--- config.mk ---
export PLATFORM = sky130hd
export DESIGN_NAME = seq_right_shifter
export DESIGN_NICKNAME = d
export VERILOG_FILES = /design/src/rtl/shift_pkg.sv /design/src/rtl/right_shift_stage.sv /design/src/rtl/seq_right_shifter.sv
export SDC_FILE = /design/constraint.sdc
export NUM_CORES = 1
export LEC_CHECK = 0
export ABC_AREA = 1
export CAP_MARGIN = 25
export CORE_MARGIN = 8
export CORE_UTILIZATION = 57
export CTS_BUF_LIST = sky130_fd_sc_hd__clkbuf_2
export DETAILED_ROUTE_END_ITERATION = 16
export PLACE_DENSITY = 0.95
export SYNTH_ARGS = -nofsm -noshare
export SYNTH_HDL_FRONTEND = slang
export SYNTH_SLANG_ARGS = --single-unit
--- constraint.sdc ---
create_clock -name clk -period 6.4 [get_ports clk]
set_input_delay 1.28 -clock clk [delete_from_list [all_inputs] [get_ports clk]]
set_output_delay 1.28 -clock clk [all_outputs]
set_load 0.05 [all_outputs]
--- src/rtl/shift_pkg.sv ---
// Shared shift definitions: right-shifter FSM states and the
// shift-kind encoding also used by the left shifter and ALU decode.
package shift_pkg;

    typedef enum logic [1:0] {
        IDLE,
        SHIFT,
        DONE
    } state_e;

    localparam logic SHIFT_LOGICAL = 1'b0;
    localparam logic SHIFT_ARITH   = 1'b1;

endpackage

--- src/rtl/right_shift_stage.sv ---
// One conditional shift step: shifts right by 2^k with a fill bit,
// or passes data through when the stage is not enabled.
module right_shift_stage #(
    parameter int WIDTH = 32,
    parameter int DEPTH = 5,
    parameter int KW    = $clog2(DEPTH + 1)
) (
    input  logic [WIDTH-1:0] data_i,
    input  logic [KW-1:0]    k_i,
    input  logic             en_i,
    input  logic             fill_i,
    output logic [WIDTH-1:0] data_o
);

    localparam int LW = $clog2(WIDTH);

    logic [WIDTH-1:0] cand [DEPTH];

    // Stages whose distance reaches WIDTH saturate to the fill bit.
    for (genvar s = 0; s < DEPTH; s++) begin : g_stage
        if (s >= LW) begin : g_all
            assign cand[s] = {WIDTH{fill_i}};
        end else begin : g_part
            localparam int SH = 1 << s;
            assign cand[s] = {{SH{fill_i}}, data_i[WIDTH-1:SH]};
        end
    end

    always_comb begin
        data_o = data_i;
        for (int s = 0; s < DEPTH; s++) begin
            if (en_i && (k_i == KW'(s))) begin
                data_o = cand[s];
            end
        end
    end

endmodule

--- src/rtl/seq_right_shifter.sv ---
// Multi-cycle right shifter resolving one shift-amount bit per clock,
// with valid/ready handshakes on operand and result.
module seq_right_shifter
    import shift_pkg::*;
#(
    parameter int WIDTH = 32,
    parameter int DEPTH = 5
) (
    input  logic             clk,
    input  logic             rst,
    input  logic             in_valid,
    output logic             in_ready,
    input  logic [WIDTH-1:0] in_data,
    input  logic [DEPTH-1:0] in_shamt,
    input  logic             in_arith,
    output logic             out_valid,
    input  logic             out_ready,
    output logic [WIDTH-1:0] out_data
);

    localparam int KW = $clog2(DEPTH + 1);

    state_e           state_q, state_d;
    logic [KW-1:0]    k_q, k_d;
    logic [WIDTH-1:0] work_q, work_d;
    logic [DEPTH-1:0] shamt_q, shamt_d;
    logic             fill_q, fill_d;
    logic             stage_en;
    logic [WIDTH-1:0] stage_out;

    always_comb begin
        stage_en = 1'b0;
        for (int s = 0; s < DEPTH; s++) begin
            if (k_q == KW'(s)) begin
                stage_en = shamt_q[s];
            end
        end
    end

    right_shift_stage #(
        .WIDTH (WIDTH),
        .DEPTH (DEPTH),
        .KW    (KW)
    ) u_stage (
        .data_i (work_q),
        .k_i    (k_q),
        .en_i   (stage_en),
        .fill_i (fill_q),
        .data_o (stage_out)
    );

    always_ff @(posedge clk or posedge rst) begin
        if (rst) begin
            state_q <= IDLE;
            k_q     <= '0;
            work_q  <= '0;
            shamt_q <= '0;
            fill_q  <= 1'b0;
        end else begin
            state_q <= state_d;
            k_q     <= k_d;
            work_q  <= work_d;
            shamt_q <= shamt_d;
            fill_q  <= fill_d;
        end
    end

    always_comb begin
        state_d   = state_q;
        k_d       = k_q;
        work_d    = work_q;
        shamt_d   = shamt_q;
        fill_d    = fill_q;
        in_ready  = 1'b0;
        out_valid = 1'b0;
        out_data  = '0;
        unique case (state_q)
            IDLE: begin
                in_ready = 1'b1;
                if (in_valid) begin
                    work_d  = in_data;
                    shamt_d = in_shamt;
                    fill_d  = (in_arith == SHIFT_ARITH) & in_data[WIDTH-1];
                    k_d     = '0;
                    state_d = SHIFT;
                end
            end
            SHIFT: begin
                work_d = stage_out;
                k_d    = k_q + KW'(1);
                if (k_q == KW'(DEPTH - 1)) begin
                    state_d = DONE;
                end
            end
            DONE: begin
                out_valid = 1'b1;
                out_data  = work_q;
                if (out_ready) begin
                    state_d = IDLE;
                end
            end
            default: state_d = IDLE;
        endcase
    end

endmodule

Word level (Yosys, flattened, before mapping). Index checks and enable logic that the tools add are counted.

Flip-flop bits (word level): 43. Input port bits: 42. Output and inout bits: 34. Logic and storage cells: 50.

$add $sub $neg: 1. Eq/ne operators: 10. Muxes and demuxes: 21. Bitwise gates (word level): 1. Reductions and logical operators: 12.

Operators by type and width (count): $mux 32 (7); $pmux 32 s2 (1); $mux 1 (7); $eq 3x2->1 const B (2); $mux 2 (3); $ne 2x2->1 const B (3); $ne 6x1->1 const B (1); $pmux 2 s3 (1); $pmux 3 s2 (1); $reduce_and 3->1 (2); $logic_and 1x1->1 (5); $reduce_and 2->1 (2); $add 3x1->3 const B (1); $eq 3x1->1 const B (1); $eq 3x3->1 const B (1); $logic_not 3->1 (1); $mux 3 (1); $eq 2x1->1 const B (1); $eq 2x2->1 const B (1); $logic_not 2->1 (1); $reduce_bool 2->1 (1); $and 1x1->1 (1).

Logic depth before layout (Yosys ltp). Gate-level depths: netlist (run 1).

Depth in word-level cells: 13. Depth in mapped cells: 18. Gate-level depth less buffers: 17.

Hierarchy. From an unflattened synthesis (run 1), not the netlist that was laid out.

Cells, all modules: 716. Area, all modules: 4166.5 um2.

Modules (own cells, without submodules): seq_right_shifter (times used 1, cells each 342, area an instance 2588.7 um2, sequential area each 1076.0 um2); right_shift_stage (times used 1, cells each 374, area an instance 1577.8 um2, sequential area each 0.0 um2).

Least setup slack after synthesis (run 1). No wires, ideal clock.

Path type: flip-flop to output port. Start point: reg state_q[0]. End point: out out_data[19]. Data arrival time: 1.407 ns. Data required time: 5.120 ns. Slack: 3.713 ns. Cell stages (with the launch flop): 5. Path buffers: 1. Cells stage by stage: dfrtp_1 > inv_1 > nand2_1 > clkbuf_1 > nor2_1.

Word-level cells in the longest chain between the ends: 2.

RTL lines: start, declared (RTL line seq_right_shifter.sv:23) `state_e state_q, state_d;`; start signal, assigned (RTL line seq_right_shifter.sv:60) `state_q <= state_d;`; $eq 2x2->1 (RTL line seq_right_shifter.sv:77) `unique case (state_q)`; $mux 32 (RTL line seq_right_shifter.sv:77); end, declared (RTL line seq_right_shifter.sv:18) `output logic [WIDTH-1:0] out_data`.

Every way passes these cells.

Final worst setup path (run 1).
Start point: reg state_q[0]. End point: out out_data[13].

Same word-level chain as after synthesis.

==> results_dict.tcl, run 1 <==
set metrics [dict create \
    grt_pass1_vias 3817 \
    endpoint_kind "output pin" \
    drt-pass1-iter-count 6 \
    drt-vias-per-instance 5.93 \
    layout_commonest_cell "sky130_fd_sc_hd__nand2_1" \
    slew_headroom_pct 35.6 \
    crit_chain "inv_1 > nand2_1 > buf_8 > nor2_1 > clkdlybuf4s50_1" \
    finalSetupViolations 0 \
    clock_power_share_pct 5.3 \
    critPathKind "flip-flop to output pin" \
    seq_power_share_pct 24.1 \
    globalRoute.totalOverflow 0 \
    yosys_warnings 0 \
    dpl.hpwl_um 7760 \
    power.switching_fraction_pct 59.8 \
    largest_family_of_logic_cells_by_synthesized_area "simple AND/OR/NAND/NOR gates" \
    layout_worst_path_cycle_share_pct 60.1 \
    global_router_s_overall_resource_usage_pct 25.8 \
    clockBufferDepth 2 \
    ctsResizeCount 0 \
    area_fraction_in_compound_gates_after_synthesis_pct 13.2 \
    synth-xor-area-share_pct 0 \
    crit_arrival_ns 2.57 \
    place.gp.congestion 0.967 \
    vias 4252 \
    finalWirelength_um 11400 \
    start_kind "flip-flop" \
    grt_pass1_wl_um 18700 \
    timing.final.max_slew_violations 0 \
    ioPinCount 76 \
    first_iter_violations 752 \
    drc 0 \
    number_of_filler_cells_placed_in_the_layout 507 \
    worst_ep_required_time_ns 5.12 \
    flow.area_growth_from_synthesis_pct 21.9 \
    synthDistinctLibCells 22 \
    postCtsSetupRepairBufs 0 \
    cp_slowest_cell "sky130_fd_sc_hd__clkdlybuf4s50_1" \
    core-area_sq_um 5920 \
    power_leakage_nw 2.15 \
    number_of_nets_in_the_finished_design 688 \
    power.density_nw_per_um2 551 \
    finalWorstPathRequiredPeriod_ns 3.85 \
    placement_rows 28 \
    insertion_delay_ns 0.44 \
    total_switching_power_mw 1.41 \
    final_cell_mix "sky130_fd_sc_hd__nand2_1 (181), sky130_fd_sc_hd__nor2_1 (82), sky130_fd_sc_hd__clkdlybuf4s50_1 (75)" \
    area_fraction_in_and_or_nand_and_nor_cells_after_synthesis_pct 42.9 \
    antenna_found_initial 0 \
    worst_path_max_fanout 20 \
    grt_start_max_net_pins 50 \
    die_height_um 94.3 \
    post-layout-total-power_mw 2.35 \
    tritoncts "yes" \
    multiplexer_share_of_the_synthesized_area_pct 0 \
    die_area_sq_um 8890 \
    cellInternalPower_uw 943 \
    clock-root-buffer "sky130_fd_sc_hd__clkbuf_2" \
    maxCapViolations 0 \
    cts_max_level 2 \
    route.detailed.wl_per_inst_um 15.8 \
    cts.sink_count 43 \
    hold_path_class "flip-flop to flip-flop" \
    post_synth_inst_count 592 \
    power.combinational.fraction_pct 70.6 \
    placement.io_buffers 75 \
    clk_pin_slew_worst_paths_ns 0.27 \
    insertedDiodeCount 0 \
    post_synthesis_sequential_element_count 43 \
    netlist_area_sq_um 3490 \
    cts_made_buffers 5 \
    fmaxAchievable_mhz 260 \
    avgSynthCellArea_sq_um 5.90 \
    synth_seq_area_share_pct 30.8 \
    post_route_cells_drive_above_1_share_pct 3.58 \
    critical_path.max_stage_delay_ns 0.83 \
    run_status "completed" \
    setup_tns_ns 0 \
    cts_hold_buf 0 \
    route.antenna.remaining_nets 0 \
    fin_worst_skew_ns 0.0427 \
    initial_utilization_pct 59.0 \
    rsz0062_at_grt "false" \
    fp.dieW_um 94.3 \
    worstMarginPinSlew_ns 0.966 \
    irDropWorstVdd_uv 390 \
    timing_hold_violations_final 0 \
    synth_nets 639 \
    synth-adder-area-share_pct 1.79 \
]
-- per-layer routing --
| metal | share of wire, % | vias to the layer above | routed length (um) | track usage [%] |
|---|---|---|---|---|
| li1 | - | 1987 | - | - |
| met1 | 40 | 1898 | 4560 | 34.9 |
| met2 | 45 | 319 | 5110 | 39.2 |
| met3 | 12 | 48 | 1370 | 6.00 |
| met4 | 2.9 | 0 | 331 | 8.45 |
| met5 | 0 | - | 0 | 0 |
-- worst max-delay path: cells and delay by family, from the launching register on --
family,cells,cell delay (ns)
buffers and inverters,3,1.22
flip-flops,1,0.44
AND/OR/NAND/NOR,2,0.45
-- logic make-up after synthesis --
group / count (synthesis)
buffers and inverters: 96
AO/OA/AOI/OAI: 90
flip-flops: 43
AND/OR/NAND/NOR: 358
adder cells (fa/ha/maj): 5
-- registers in the layout, indices dropped and copies added (netlist names) --
register,count
fill_q,1
shamt_q,5
k_q,3
work_q,32
state_q,2
-- final cells by class --
class / instances / area (sq um) / share of cell area (%)
Clock buffer: 6 / 30.0 / 0.705
Clock inverter: 2 / 12.5 / 0.294
Inverter: 58 / 218 / 5.11
Multi-Input combinational cell: 453 / 2030 / 47.7
Sequential cell: 43 / 1080 / 25.3
Tap cell: 75 / 93.8 / 2.20
Timing Repair Buffer: 80 / 796 / 18.7
-- Yosys cell counts, drive strengths merged --
master	instances	area [sq um]
clkbuf	23	86.3
ha	5	62.6
nor2	84	323
a21oi	54	274
clkinv	1	3.75
nand3	72	360
nand4	18	113
dfrtp	43	1080
nand2	184	703
buf	15	91.3
inv	57	214
o21ai	34	174
o22ai	2	12.5
-- stage by stage --
| stage | worst slack, ns | instances | area [sq um] | hold slack, ns | utilization [%] |
|---|---|---|---|---|---|
| after detailed placement | 2.76 | 708 | 4200 | 0.474 | 70.9 |
| after global routing | 2.36 | 717 | 4260 | 0.562 | 71.9 |
| after floorplan | 3.71 | 592 | 3490 | 0.449 | - |
| after global placement | 2.95 | 708 | 4200 | 0.470 | 70.9 |
| final | 2.55 | 717 | 4260 | 0.537 | 71.9 |
| after CTS | 2.21 | 716 | 4240 | 0.528 | 71.7 |
-- worst paths after layout --
check / start / end / depth (start not counted) / slack, ns
max in group asynchronous: rst / work_q[21] / 3 / 4.73
worst max-delay path: state_q[0] / out_data[13] / 5 / 2.55
worst min register to register: shamt_q[4] / shamt_q[4] / 2 / 0.54
worst min-delay path: shamt_q[4] / shamt_q[4] / 2 / 0.54
min in group asynchronous: rst / shamt_q[3] / 3 / 1.23
worst max register to register: k_q[0] / work_q[7] / 15 / 2.60
-- power by group through the flow --
stage | Sequential [mW] | Clock, mW | Combinational, mW
6_report | 0.566 | 0.124 | 1.66
3_5_place_dp | 0.563 | 0 | 1.61
3_3_place_gp | 0.556 | 0 | 1.56
4_1_cts | 0.557 | 0.124 | 1.61
5_1_grt | 0.577 | 0.138 | 1.85
2_1_floorplan | 0.512 | 0 | 1.28
No activity file was read; power rests on OpenSTA's default activity.
==> run 2, diff against run 1 <==
Settings changed: CORE_UTILIZATION 57 to 53, PLACE_DENSITY 0.95 to 0.94.
Clock period 6.4 ns to 3.8 ns, I/O delays scaled along.
==> results_dict.tcl, run 2 (synthesized netlist as in run 1, its figures left out) <==
set metrics [dict create \
    grt_start_max_net_pins 49 \
    layout_worst_path_cycle_share_pct 78.7 \
    clockBufferDepth 2 \
    worstMarginPinSlew_ns 0.660 \
    rr_endpoint "work_q[5]" \
    finalWirelength_um 12200 \
    irDropWorstVdd_uv 719 \
    finish.cell_count_without_fillers 725 \
    crit_chain "inv_1 > nand2_1 > buf_4 > nor2_1 > clkdlybuf4s50_1" \
    worst_ep_required_time_ns 3.04 \
    largest_register_ffs 32 \
    placement_rows 29 \
    ioPinCount 76 \
    clock-root-buffer "sky130_fd_sc_hd__clkbuf_2" \
    cts_made_buffers 5 \
    dpl.hpwl_um 8680 \
    finalWorstPathRequiredPeriod_ns 2.99 \
    post-layout-total-power_mw 4.08 \
    slew_headroom_pct 56.0 \
    maxCapViolations 0 \
    route.detailed.wl_per_inst_um 16.8 \
    antenna_found_initial 0 \
    setup.reg_to_reg.worst_slack_ns 0.86 \
    r2r.worst_path.cells 16 \
    place.gp.congestion 0.972 \
    setup_tns_ns 0 \
    finalSetupViolations 0 \
    number_of_nets_in_the_finished_design 694 \
    post_route_cells_drive_above_1_share_pct 4.48 \
    final_critical_path_setup_slack_ns 0.810 \
    drt-pass1-iter-count 5 \
    die_area_sq_um 9440 \
    grt_pass1_wl_um 20300 \
    cell_count_after_placement 717 \
    route.antenna.remaining_nets 0 \
    start_kind "flip-flop" \
    insertedDiodeCount 0 \
    timing.final.max_slew_violations 0 \
    drt-vias-per-instance 5.77 \
    fmaxAchievable_mhz 334 \
    global_router_s_overall_resource_usage_pct 25.4 \
    reg.largest.list "work_q: 32 flops, shamt_q: 5 flops, k_q: 3 flops" \
    endpoint_with_the_worst_hold_slack "shamt_q[4]" \
    endpoint_kind "output pin" \
    tritoncts "yes" \
    die_height_um 97.2 \
    ctsResizeCount 0 \
    postCtsSetupRepairBufs 0 \
    initial_utilization_pct 55.0 \
    dpl_worst_slack_ns 0.961 \
    rsz0062_at_grt "false" \
    hold_path_class "flip-flop to flip-flop" \
    globalRoute.totalOverflow 0 \
    cts_max_level 2 \
    fin_worst_skew_ns 0.0186 \
    flow.area_growth_from_synthesis_pct 23.8 \
    cp_slowest_cell "sky130_fd_sc_hd__clkdlybuf4s50_1" \
    layout_commonest_cell "sky130_fd_sc_hd__nand2_1" \
    whs_path_depth 2 \
    regMostFlops "work_q" \
    timing.critical_path.buf_inv 3 \
    fp.dieW_um 97.2 \
    power.density_nw_per_um2 944 \
    crit_family "buffers and inverters" \
    run_status "completed" \
    worstReg2RegStart "k_q[1]" \
    timing_hold_violations_final 0 \
    fin_util_pct 68.1 \
    fin_worst_hold_slack_ns 0.530 \
    hp_start "shamt_q[4]" \
    core-area_sq_um 6350 \
    insertion_delay_ns 0.44 \
    cts_hold_buf 0 \
    worst_path_max_fanout 34 \
    power_leakage_nw 2.18 \
    placement.io_buffers 75 \
    grt_pass1_vias 4103 \
    final_cell_mix "sky130_fd_sc_hd__nand2_1 (181), sky130_fd_sc_hd__nor2_1 (82), sky130_fd_sc_hd__clkdlybuf4s50_1 (75)" \
    critPathKind "flip-flop to output pin" \
    placedInstanceArea_sq_um 4260 \
    first_iter_violations 412 \
    vias 4186 \
    clk_pin_slew_worst_paths_ns 0.24 \
    finalInstanceArea_sq_um 4320 \
    drc 0 \
    critical_path.max_stage_delay_ns 0.82 \
    crit_arrival_ns 2.23 \
    cts.sink_count 43 \
]
==> run 2: changes by cell type in the layout (fill, tap and decap cells not counted), sizes merged <==
cell,change
clkbuf,-1
buf,+6
clkinv,+1
clkinvlp,-1
bufinv,+1
==> run 2: per-layer routing <==
layer  vias to the layer above  global-route usage, %  part of all wire, %
met4                         0                   8.52                  2.5
met3                        30                   4.77                  8.7
li1                       2002                      -                    -
met1                      1912                   33.1                   43
met2                       242                   41.0                   46
met5                         -                      0                    0
==> run 2: worst min-delay path: cells and delay by family, from the launching register on <==
| kind | cells | cell delay [ns] |
|---|---|---|
| and+or+nand+nor | 2 | 0.11 |
| DFF | 1 | 0.41 |
==> run 2: area by class of cell <==
| cell class | instances | area (sq um) |
|---|---|---|
| Multi-Input combinational cell | 453 | 2030 |
| Clock inverter | 3 | 43.8 |
| Clock buffer | 5 | 25.0 |
| Sequential cell | 43 | 1080 |
| Timing Repair Buffer | 86 | 833 |
| Fill cell | 587 | 2030 |
| Tap cell | 77 | 96.3 |
| Inverter | 58 | 218 |
==> run 2: how the worst max path moves through the flow <==
stage	startpoint	endpoint	slack, ns	cells after the start
final	state_q[0]	out_data[21]	0.81	5
after global routing	k_q[0]	work_q[12]	0.56	13
after CTS	state_q[0]	out_data[5]	0.80	5
after detailed placement	k_q[1]	work_q[5]	0.96	16
after global placement	k_q[0]	work_q[5]	1.00	15
after floorplan	state_q[0]	out_data[19]	1.63	4
==> run 2: power by group <==
group	switching (mW)	total (mW)	internal, mW
registers	0.268	0.967	0.699
clock network	0.172	0.283	0.111
logic	1.96	2.83	0.871
total	2.40	4.08	1.68
